## src/rtl/mem_arb_pkg.sv

```systemverilog
// mem_arb_pkg: shared types and helpers for the byte-wide RAM arbiter.
//   state_t    sequencer states (IDLE/RD/WR/DONE)
//   src_t      requester identity (SRC_IF fetch, SRC_LS load/store)
//   SZ_*       ls_size encodings (2'b11 is treated as a word)
//   size_bytes ls_size -> number of byte cycles (1/2/4)
//   DEF_ADDR_W default RAM byte-address width
package mem_arb_pkg;

    localparam int DEF_ADDR_W = 17;

    typedef enum logic [1:0] {
        IDLE = 2'd0,
        RD   = 2'd1,
        WR   = 2'd2,
        DONE = 2'd3
    } state_t;

    typedef enum logic {
        SRC_IF = 1'b0,
        SRC_LS = 1'b1
    } src_t;

    localparam logic [1:0] SZ_BYTE = 2'b00;
    localparam logic [1:0] SZ_HALF = 2'b01;
    localparam logic [1:0] SZ_WORD = 2'b10;

    function automatic logic [2:0] size_bytes(input logic [1:0] sz);
        case (sz)
            SZ_BYTE: return 3'd1;
            SZ_HALF: return 3'd2;
            default: return 3'd4;
        endcase
    endfunction

endpackage

```

## src/rtl/mem_arb_grant.sv

```systemverilog
// mem_arb_grant: picks which requester wins when the sequencer is idle.
// Build option: MEM_ARB_RR_EN
//   undefined - fixed priority, load/store unit over fetch, purely combinational
//   defined   - round-robin on ties using a last_grant register (reset = fetch)
// Ports:
//   clk, rst     clock / synchronous active-high reset (round-robin build only)
//   grant_en     sequencer is in IDLE and will accept the grant (round-robin only)
//   if_req       fetch request
//   ls_req       load/store request
//   grant_valid  at least one request present
//   grant_ls     1 = load/store wins, 0 = fetch wins
module mem_arb_grant
    import mem_arb_pkg::*;
(
`ifdef MEM_ARB_RR_EN
    input  logic clk,
    input  logic rst,
    input  logic grant_en,
`endif
    input  logic if_req,
    input  logic ls_req,
    output logic grant_valid,
    output logic grant_ls
);

`ifdef MEM_ARB_RR_EN
    src_t last_grant;

    always_ff @(posedge clk) begin
        if (rst) begin
            last_grant <= SRC_IF;
        end else if (grant_en && grant_valid) begin
            last_grant <= grant_ls ? SRC_LS : SRC_IF;
        end
    end

    always_comb begin
        grant_valid = if_req | ls_req;
        grant_ls    = ls_req;
        // On a tie, hand the RAM to whoever did not have it last.
        if (if_req && ls_req) begin
            grant_ls = (last_grant == SRC_IF);
        end
    end
`else
    always_comb begin
        grant_valid = if_req | ls_req;
        grant_ls    = ls_req;
    end
`endif

endmodule

```

## src/rtl/mem_arbiter.sv

```systemverilog
// mem_arbiter: shares one byte-wide synchronous RAM between the fetch unit
// (read-only, always 4 bytes) and the load/store unit (1/2/4 bytes, read or
// write). Each access is split into per-byte RAM cycles; reads are assembled
// little-endian and returned with a one-cycle done pulse.
// Build option: MEM_ARB_RR_EN selects round-robin tie-breaking (see mem_arb_grant).
// Ports:
//   clk, rst              clock / synchronous active-high reset
//   if_req/if_addr        fetch request and byte address
//   if_rdata/if_done      fetched word and completion pulse
//   ls_req/ls_we/ls_size  load/store request, direction, size
//   ls_addr/ls_wdata      byte address and store data
//   ls_rdata/ls_done      zero-extended load data and completion pulse
//   ram_en/ram_r_nw/ram_a RAM enable (tied 1), read-not-write, byte address
//   ram_dout/ram_din      RAM write data / read data (one cycle after address)
//
// state | meaning
// IDLE  | waiting; sample requests and latch the winning access
// RD    | present N read addresses, capture bytes one cycle later (N+1 cycles)
// WR    | present N write addresses with data bytes (N cycles)
// DONE  | pulse the granted source's done for one cycle, then back to IDLE
module mem_arbiter
    import mem_arb_pkg::*;
#(
    parameter int ADDR_W = DEF_ADDR_W
) (
    input  logic              clk,
    input  logic              rst,
    input  logic              if_req,
    input  logic [ADDR_W-1:0] if_addr,
    output logic [31:0]       if_rdata,
    output logic              if_done,
    input  logic              ls_req,
    input  logic              ls_we,
    input  logic [1:0]        ls_size,
    input  logic [ADDR_W-1:0] ls_addr,
    input  logic [31:0]       ls_wdata,
    output logic [31:0]       ls_rdata,
    output logic              ls_done,
    output logic              ram_en,
    output logic              ram_r_nw,
    output logic [ADDR_W-1:0] ram_a,
    output logic [7:0]        ram_dout,
    input  logic [7:0]        ram_din
);

    state_t            state_q, state_d;
    src_t              src_q;
    logic [ADDR_W-1:0] base_q;
    logic [2:0]        n_q;
    logic [2:0]        cnt_q;
    logic [31:0]       wdata_q;
    logic [31:0]       res_q;
    logic [31:0]       assembled;
    logic [31:0]       if_rdata_q, ls_rdata_q;
    logic [ADDR_W-1:0] ram_a_q;
    logic [7:0]        ram_dout_q;
    logic              present;
    logic              grant_valid, grant_ls;

    mem_arb_grant u_grant (
`ifdef MEM_ARB_RR_EN
        .clk         (clk),
        .rst         (rst),
        .grant_en    (state_q == IDLE),
`endif
        .if_req      (if_req),
        .ls_req      (ls_req),
        .grant_valid (grant_valid),
        .grant_ls    (grant_ls)
    );

    assign ram_en   = 1'b1;
    assign if_rdata = if_rdata_q;
    assign ls_rdata = ls_rdata_q;
    assign if_done  = (state_q == DONE) && (src_q == SRC_IF);
    assign ls_done  = (state_q == DONE) && (src_q == SRC_LS);

    // Reset gates the write strobe combinationally so a store caught by reset
    // cannot put one more byte into the RAM on the reset edge.
    assign ram_r_nw = !((state_q == WR) && !rst);

    always_comb begin
        present  = ((state_q == RD) && (cnt_q < n_q)) || (state_q == WR);
        // Address and write data hold their last value when nothing is presented.
        ram_a    = present ? ADDR_W'(base_q + ADDR_W'(cnt_q)) : ram_a_q;
        ram_dout = ram_dout_q;
        if (state_q == WR) begin
            case (cnt_q[1:0])
                2'd0:    ram_dout = wdata_q[7:0];
                2'd1:    ram_dout = wdata_q[15:8];
                2'd2:    ram_dout = wdata_q[23:16];
                default: ram_dout = wdata_q[31:24];
            endcase
        end
    end

    // RAM data lags its address by one cycle, so byte cnt-1 arrives at cnt.
    always_comb begin
        assembled = res_q;
        if (state_q == RD) begin
            case (cnt_q)
                3'd1:    assembled[7:0]   = ram_din;
                3'd2:    assembled[15:8]  = ram_din;
                3'd3:    assembled[23:16] = ram_din;
                3'd4:    assembled[31:24] = ram_din;
                default: ;
            endcase
        end
    end

    always_comb begin
        state_d = state_q;
        case (state_q)
            IDLE: begin
                if (grant_valid) begin
                    state_d = (grant_ls && ls_we) ? WR : RD;
                end
            end
            RD: begin
                if (cnt_q == n_q) begin
                    state_d = DONE;
                end
            end
            WR: begin
                if (cnt_q == n_q - 3'd1) begin
                    state_d = DONE;
                end
            end
            default: state_d = IDLE;
        endcase
    end

    always_ff @(posedge clk) begin
        if (rst) begin
            state_q    <= IDLE;
            src_q      <= SRC_IF;
            base_q     <= '0;
            n_q        <= 3'd4;
            cnt_q      <= '0;
            wdata_q    <= '0;
            res_q      <= '0;
            if_rdata_q <= '0;
            ls_rdata_q <= '0;
            ram_a_q    <= '0;
            ram_dout_q <= '0;
        end else begin
            state_q    <= state_d;
            ram_a_q    <= ram_a;
            ram_dout_q <= ram_dout;
            case (state_q)
                IDLE: begin
                    if (grant_valid) begin
                        src_q   <= grant_ls ? SRC_LS : SRC_IF;
                        base_q  <= grant_ls ? ls_addr : if_addr;
                        n_q     <= grant_ls ? size_bytes(ls_size) : 3'd4;
                        wdata_q <= ls_wdata;
                        cnt_q   <= '0;
                        res_q   <= '0;
                    end
                end
                RD: begin
                    res_q <= assembled;
                    cnt_q <= cnt_q + 3'd1;
                    if (cnt_q == n_q) begin
                        if (src_q == SRC_LS) ls_rdata_q <= assembled;
                        else                 if_rdata_q <= assembled;
                    end
                end
                WR: begin
                    cnt_q <= cnt_q + 3'd1;
                end
                default: ;
            endcase
        end
    end

endmodule

```

## config.mk

```make
export PLATFORM = sky130hd
export DESIGN_NAME = mem_arbiter
export DESIGN_NICKNAME = d
export VERILOG_FILES = /design/src/rtl/mem_arb_pkg.sv /design/src/rtl/mem_arb_grant.sv /design/src/rtl/mem_arbiter.sv
export SDC_FILE = /design/constraint.sdc
export NUM_CORES = 1
export LEC_CHECK = 0
export CAP_MARGIN = 10
export CORE_MARGIN = 8
export CORE_UTILIZATION = 50
export CTS_CLUSTER_SIZE = 10
export DETAILED_ROUTE_END_ITERATION = 6
export PLACE_DENSITY = 0.9
export SLEW_MARGIN = 40
export SYNTH_ARGS = -nofsm -noshare
export SYNTH_HDL_FRONTEND = slang
export SYNTH_SLANG_ARGS = --single-unit
```

## constraint.sdc

```tcl
create_clock -name clk -period 3.32 [get_ports clk]
set_input_delay 0.83 -clock clk [delete_from_list [all_inputs] [get_ports clk]]
set_output_delay 0.83 -clock clk [all_outputs]
set_load 0.01 [all_outputs]
```

==> key figures, run 1 <==
GRT
  – Largest net degree at the start of global routing: 97
  – First-pass GRT wire length: 33,580 µm
  – Grt ovf: 0
  – Vias in the first global route: 6,654
  – Initial antenna violation count: 2
  – Gr usage total: 21.02%

Route
  – Residual DRC: 0
  – Final WL: 20,920 µm
  – Via Count: 6,840
  – First drt pass iteration count: 6
  – Wire per inst: 17.50 µm
  – DR iter-0 viols: 568
  – Antenna-violating nets left: 0
  – Routed vias/inst: 5.724

CTS
  – Clock Pin Slew Worst Setup and Hold Paths: 0.06 ns
  – Root Buffer: clkbuf_16
  – Longest Clk Path Bufs: 2
  – Skew-Pair Late Insertion Delay: 0.43 ns
  – CTS tree: done
  – Hold_buf cts: 0
  – Cts bufs inserted: 17
  – CTS Sinks: 179
  – H-tree Lvls: 4

Critical path
  – Worst setup EP type: output port
  – Worst-path maximum fanout: 23
  – Startpoint Class: register
  – WS Path Type: reg2out
  – Worst Path Required: 2.49 ns
  – CP arrival: 2.42 ns

Power and ir drop
  – Cell internal pwr: 0.004955 W
  – Clock share of power: 26.4%
  – Peak VDD IR: 461.1 µV
  – Sw Ratio: 35.59%
  – Combinational Power Share: 38.7%
  – Sequential power share: 34.9%
  – Pleak: 3.737 nW
  – PD cells: 752.7 nW/µm²
  – Sw power: 0.002737 W

Place
  – Place WS: 0.06149 ns
  – Area post-placement: 9505 µm²
  – Number of port buffers: 172
  – Placer Congestion: 0.8396
  – Final HPWL DP: 14,210 µm

Die
  – Core Footprint: 15,030 µm²
  – Site row count: 45
  – Die Wd: 139.4 µm
  – Initial Util: 50.65%
  – Chip height: 139.4 µm
  – Die area: 19,440 µm²
  – # IOs: 174

Logic synthesis
  – Largest family of logic cells by synthesized area: compound AO/OA/AOI/OAI gates
  – Async S/R FF share, synth: 0%
  – Syn Area/Cell: 8.938 µm²
  – Cells after Synth: 852
  – Sequential element share of the synthesized area: 47.06%
  – Most used DFF post-synth: dfxtp_1
  – Top post-synthesis cells by count: dfxtp_1 (179), nor2_1 (133), a211oi_1 (94)
  – Yosys cell types: 52
  – Cell Area, Synth: 7615 µm²
  – Cell taking the most area after synthesis: dfxtp_1
  – Syn nets: 951
  – XOR/XNOR Fraction of Synth Area: 1.692%
  – Compound-Gate Fraction of Synth Area: 20.79%
  – Number of synthesized flops with an enable pin: 0
  – Mux share of post-synthesis cell area: 7.920%
  – Most frequent cell after synthesis: dfxtp_1
  – Synth area leaders: dfxtp_1 (47%), a211oi_1 (9.3%), nor2_1 (6.6%), mux2i_1 (6.4%), nand2_1 (4.1%)
  – Synth Area in Simple Gates: 14.95%
  – Warnings, synthesis: 0
  – Post-Synth Adder-Cell Area: 3.056%
  – Synth Register Bits: 179
  – Post-synth top area share: 47.06%

Timing
  – Final slew viol count: 0
  – PnR worst setup slack: 0.06830 ns
  – Fin crit share: 97.94%
  – Worst-Margin Slew: 0.7951 ns
  – Clock period minus worst slack: 3.252 ns
  – Rel. slew slack: 46.88%
  – Clock Skews: 0.007929 ns
  – Unrepaired setup endpoints after global routing: true
  – Final setup violation count: 0
  – Fmax: 307.5 MHz
  – Final hold vios: 0

Worst hold path
  – Hold WC Path Type: reg2reg

Final layout
  – Fill count: 1,146
  – Share of cells above drive strength 1: 10.35%
  – Nets: 1,092
  – Fin area: 10,220 µm²
  – Area of the multi-input gates: 3801 µm²
  – Synthesis-to-finish area growth: 34.21%
  – Reg area: 3588 µm²

Job
  – Max Cap Viol: 0

Run status
  – Status: complete, no violations
-- registers in the layout, summed over array words and instances (netlist names) --
register,flops
base_q,17
cnt_q,3
if_rdata,32
ls_rdata,32
n_q,3
ram_a_q,17
ram_dout_q,8
res_q,32
src_q,1
state_q,2
wdata_q,32
-- final timing paths --
| check | start | end | slack (ns) | cells past startpoint |
|---|---|---|---|---|
| min reg2reg | n_q[1]$_SDFFE_PP0P_ | n_q[1]$_SDFFE_PP0P_ | 0.46 | 2 |
| max | cnt_q[2]$_SDFFE_PP0P_ | ram_a[15] | 0.07 | 8 |
| min | n_q[1]$_SDFFE_PP0P_ | n_q[1]$_SDFFE_PP0P_ | 0.46 | 2 |
| max reg2reg | cnt_q[1]$_SDFFE_PP0P_ | res_q[18]$_SDFFE_PP0P_ | 0.78 | 6 |
-- cells in the final DEF, fill, tap and decap left out, types with 15 or more instances in the layout --
| cell | instances |
|---|---|
| a211oi_1 | 94 |
| a21oi_1 | 53 |
| a22oi_1 | 32 |
| buf_4 | 19 |
| clkbuf_16 | 18 |
| clkdlybuf4s50_1 | 146 |
| dfxtp_1 | 175 |
| mux2i_1 | 49 |
| nand2_1 | 83 |
| nor2_1 | 133 |
| nor2b_1 | 15 |
-- power groups by stage --
stage / Clock, W / Combinational (W) / Sequential [W]
finish: 0.00203 / 0.00298 / 0.00269
global route: 0.00213 / 0.00328 / 0.00272
CTS: 0.00205 / 0.00291 / 0.00268
detailed placement: 0 / 0.00289 / 0.00272
global placement: 0 / 0.00281 / 0.00270
floorplan: 0 / 0.00170 / 0.00271
-- metrics by stage --
stage          setup TNS, ns  util (%)  power (W)  std cells  hold WS, ns
2_1_floorplan              0         -   0.004413        852       0.4319
3_3_place_gp               0     63.20   0.005510       1159       0.4391
3_5_place_dp               0     63.23   0.005614       1159       0.4480
4_1_cts             -0.07489     67.74   0.007642       1192       0.4573
5_1_grt            -0.006627     67.98   0.008131       1195       0.4784
6_report                   0     67.98   0.007693       1195       0.4582
-- critical path, stage by stage (launching register included) --
cell,delay (ns)
dfxtp_2,0.34
buf_4,0.16
ha_1,0.30
nand3b_1,0.10
a41o_4,0.29
buf_4,0.15
bufbuf_16,0.29
a31oi_1,0.19
clkbuf_2,0.18
-- timing repair --
item / in CTS / in global routing
setup buffers: 1 / 0
cloned: 1 / 1
resized for setup: 41 / 30
endpoints found under the setup margin: 25 / 15
pin swaps: 4 / 1
endpoints found under the hold margin: 0 / 0
-- kinds of logic (layout without fill, tap and decap cells) --
group           after synthesis  count (layout)
other cells                   1               3
xor+xnor                     13              13
mux                          59              59
buf+inv                      89             242
flops                       179             179
fa+ha+maj                    18              18
compound gates              228             228
simple gates                265             265
-- metal layers --
layer,up-vias,track usage (%),share of wire [%]
li1,3316,-,-
met1,3254,24.93,42
met2,233,36.15,50
met3,37,5.027,5.7
met4,0,7.857,2.1
met5,-,0,0
-- area by class of cell --
class                           count  area share, %
Inverter                           13         0.4775
Sequential cell                   179          35.11
Antenna cell                        2        0.04897
Clock inverter                     10          1.200
Multi-Input combinational cell    584          37.19
Timing Repair Buffer              198          19.06
Tap cell                          188          2.302
Clock buffer                       21          4.603
Power figures use the tool's default switching activity.
==> run 2, diff against run 1 <==
--- a/config.mk
+++ b/config.mk
@@ -6,7 +6,6 @@
 export NUM_CORES = 1
 export LEC_CHECK = 0
 export CAP_MARGIN = 10
-export CORE_MARGIN = 8
 export CORE_UTILIZATION = 50
 export CTS_CLUSTER_SIZE = 10
 export DETAILED_ROUTE_END_ITERATION = 6
==> run 2 against run 1 <==
  * Hold slack worse by 0.0053 ns
  * Sequential share of layout area up 0.078 points
  * Flip-flop and latch count unchanged
  * Critical endpoint is now ram_a[16]
  * Combinational power up 1%
  * The flow now finishes with violations (design-rule violations, negative setup slack)
  * Highest routed layer unchanged
==> key figures, run 2 (synthesis results as in run 1) <==
Run status
  – Status: finished, violations left
  – Failing checks: design-rule violations, negative setup slack

Timing
  – Unrepaired setup endpoints after global routing: true
  – Final hold vios: 0 (unchanged)
  – Final setup violation count: 1 (+1)
  – Worst-Margin Slew: 0.8084 ns (+0.01330 ns)
  – Post-route setup TNS: -0.03358 ns (-0.03358 ns)
  – Rel. slew slack: 46.11% (-0.77 points)
  – Clock Skews: 0.01238 ns (+0.004448 ns)
  – Fmax: 298.2 MHz (-3.0%)
  – PnR worst setup slack: -0.03358 ns (-0.1019 ns)
  – Fin crit share: 101.0% (+3.1 points)
  – Clock period minus worst slack: 3.354 ns (+0.1019 ns)
  – Final slew viol count: 0 (unchanged)

Route
  – DR iter-0 viols: 668 (+18%)
  – First drt pass iteration count: 7 (+1)
  – Final WL: 19,820 µm (-5.2%)
  – Via Count: 6,763 (-1.1%)
  – Antenna-violating nets left: 0 (unchanged)
  – Wire per inst: 16.68 µm (-4.7%)
  – Residual DRC: 14 (+14)
  – Routed vias/inst: 5.693 (-0.54%)

CTS
  – Longest Clk Path Bufs: 2 (unchanged)
  – Skew-Pair Late Insertion Delay: 0.43 ns (about the same)
  – Root Buffer: clkbuf_16
  – H-tree Lvls: 4 (unchanged)
  – Clock Pin Slew Worst Setup and Hold Paths: 0.07 ns (about the same)
  – CTS tree: done
  – CTS Sinks: 179 (unchanged)
  – Cts bufs inserted: 17 (unchanged)

Place
  – Placed Instances: 1,155 (-0.35%)
  – Area post-placement: 9484 µm² (-0.22%)
  – Number of port buffers: 172 (unchanged)
  – Final HPWL DP: 12,920 µm (-9.1%)
  – Placer Congestion: 0.8424 (+0.33%)

Critical path
  – Slowest-stage cell, CP: or4_4
  – Reg2reg path depth: 6 (unchanged)
  – CP Cell Sequence: ha_4 -> fa_2 -> a21oi_2 -> or4_4 -> or3_4 -> a31oi_1 -> clkdlybuf4s15_2
  – Worst Path Required: 2.49 ns (about the same)
  – Startpoint Class: register
  – WP depth: 7 (-1)
  – Worst-path maximum fanout: 4 (-83%)
  – Worst setup EP type: output port
  – CP arrival: 2.52 ns (+0.10 ns)
  – CP delay by family, top: simple AND/OR/NAND/NOR gates
  – WS Path Type: reg2out
  – Buffers & Inverters on Critical Path: 1 (-3)
  – Max incr delay on CP: 0.46 ns (+0.12 ns)

Power and ir drop
  – Sw power: 0.002698 W (-1.4%)
  – Sequential power share: 35.3% (+0.4 points)
  – Peak VDD IR: 639.6 µV (+39%)
  – Overall Power: 0.007634 W (-0.76%)
  – Sw Ratio: 35.34% (-0.24 points)
  – Clock share of power: 25.1% (-1.3 points)
  – PD cells: 748.9 nW/µm² (-0.50%)
  – Pleak: 3.687 nW (-1.3%)
  – Combinational Power Share: 39.6% (+0.9 points)
  – Cell internal pwr: 0.004936 W (-0.38%)

Die
  – Initial Util: 51.80% (+1.2 points)
  – Chip height: 125.4 µm (-10%)
  – # IOs: 174 (unchanged)
  – Site row count: 44 (-2.2%)
  – Die area: 15,730 µm² (-19%)
  – Core Footprint: 14,700 µm² (-2.2%)
  – Die Wd: 125.4 µm (-10%)

Worst hold path
  – Hold WC Path Type: reg2reg
  – WHS Path Cells: 2 (unchanged)

Final layout
  – Commonest non-fill, non-tap cells in the layout: dfxtp_1 (176), clkdlybuf4s50_1 (147), nor2_1 (131)
  – Nets: 1,092 (unchanged)
  – Most common cell after layout, fill and taps aside: dfxtp_1
  – Share of cells above drive strength 1: 9.761% (-0.59 points)
  – Synthesis-to-finish area growth: 33.86%
  – Fin cells: 1,188 (-0.59%)
  – N_diodes: 0 (-2)
  – Fin area: 10,190 µm² (-0.26%)

Job
  – Max Cap Viol: 0 (unchanged)

GRT
  – Initial antenna violation count: 0 (-2)
  – Vias in the first global route: 6,400 (-3.8%)
  – Gr usage total: 25.35% (+4.3 points)
  – Largest net degree at the start of global routing: 104 (+7.2%)
  – Grt ovf: 0 (unchanged)
  – First-pass GRT wire length: 31,970 µm (-4.8%)
-- run 2: cell types whose count changed in the layout (fill, tap and decap cells not counted), moves of 3 or more --
cell	delta
buf_4	+3
inv_6	-3
clkinv_2	+4
dlygate4sd2_1	+8
clkdlybuf4s15_2	+3
clkbuf_2	-9
dlymetal6s2s_1	-3
-- run 2: final cells by class --
cell class                 count  area, µm²
timing repair buffer         198       1967
tap                          184      230.2
fill                        1092       4506
clock inverter                11      113.9
multi-input combinational    584       3804
inverter                      13      48.80
clock buffer                  19      442.9
sequential                   179       3587
-- run 2: final timing paths --
path                         startpoint                      to  slack, ns
setup / recovery  cnt_q[0]$_SDFFE_PP0P_               ram_a[16]      -0.03
hold / removal      n_q[1]$_SDFFE_PP0P_     n_q[1]$_SDFFE_PP0P_       0.45
setup reg to reg  cnt_q[1]$_SDFFE_PP0P_  res_q[16]$_SDFFE_PP0P_       0.64
hold reg to reg     n_q[1]$_SDFFE_PP0P_     n_q[1]$_SDFFE_PP0P_       0.45
-- run 2: worst register-to-register path: stages, from the launching register on --
cell and delay [ns]:
dfxtp_2 0.36, buf_4 0.16, ha_1 0.53, ha_1 0.66, o211ai_1 0.44, a22oi_1 0.33
nor2_1 0.06
-- run 2: power by group through the flow --
stage / clock network (W) / registers, W / logic [W]
final: 0.00192 / 0.00270 / 0.00302
after detailed placement: 0 / 0.00272 / 0.00286
after CTS: 0.00194 / 0.00268 / 0.00294
after global routing: 0.00203 / 0.00273 / 0.00330
after floorplan: 0 / 0.00271 / 0.00170
after global placement: 0 / 0.00271 / 0.00279
-- run 2: stage by stage --
step / hold slack [ns] / worst slack (ns) / utilization [%]
after floorplan: 0.4319 / 0.5141 / -
after global placement: 0.4400 / 0.1244 / 64.50
after detailed placement: 0.4470 / 0.04886 / 64.52
after CTS: 0.4556 / -0.06918 / 68.86
after global routing: 0.4746 / -0.1089 / 69.35
final: 0.4529 / -0.03358 / 69.35
-- run 2: layer usage --
metal	GRT usage, %	vias to the layer above	wire length [µm]
met5	0	-	0
met4	8.465	0	310
met3	5.948	28	1251
met2	42.52	236	9684
met1	32.09	3197	8572
li1	-	3302	-
-- run 2: repair_timing --
| action | 4_1_cts | 5_1_grt |
|---|---|---|
| gates resized for setup | 42 | 15 |
| pin swaps | 7 | 5 |
| hold buffers | 0 | 0 |
| endpoints found under the setup margin | 25 | 9 |
| setup buffers | 0 | 1 |
| cloned | 2 | 0 |
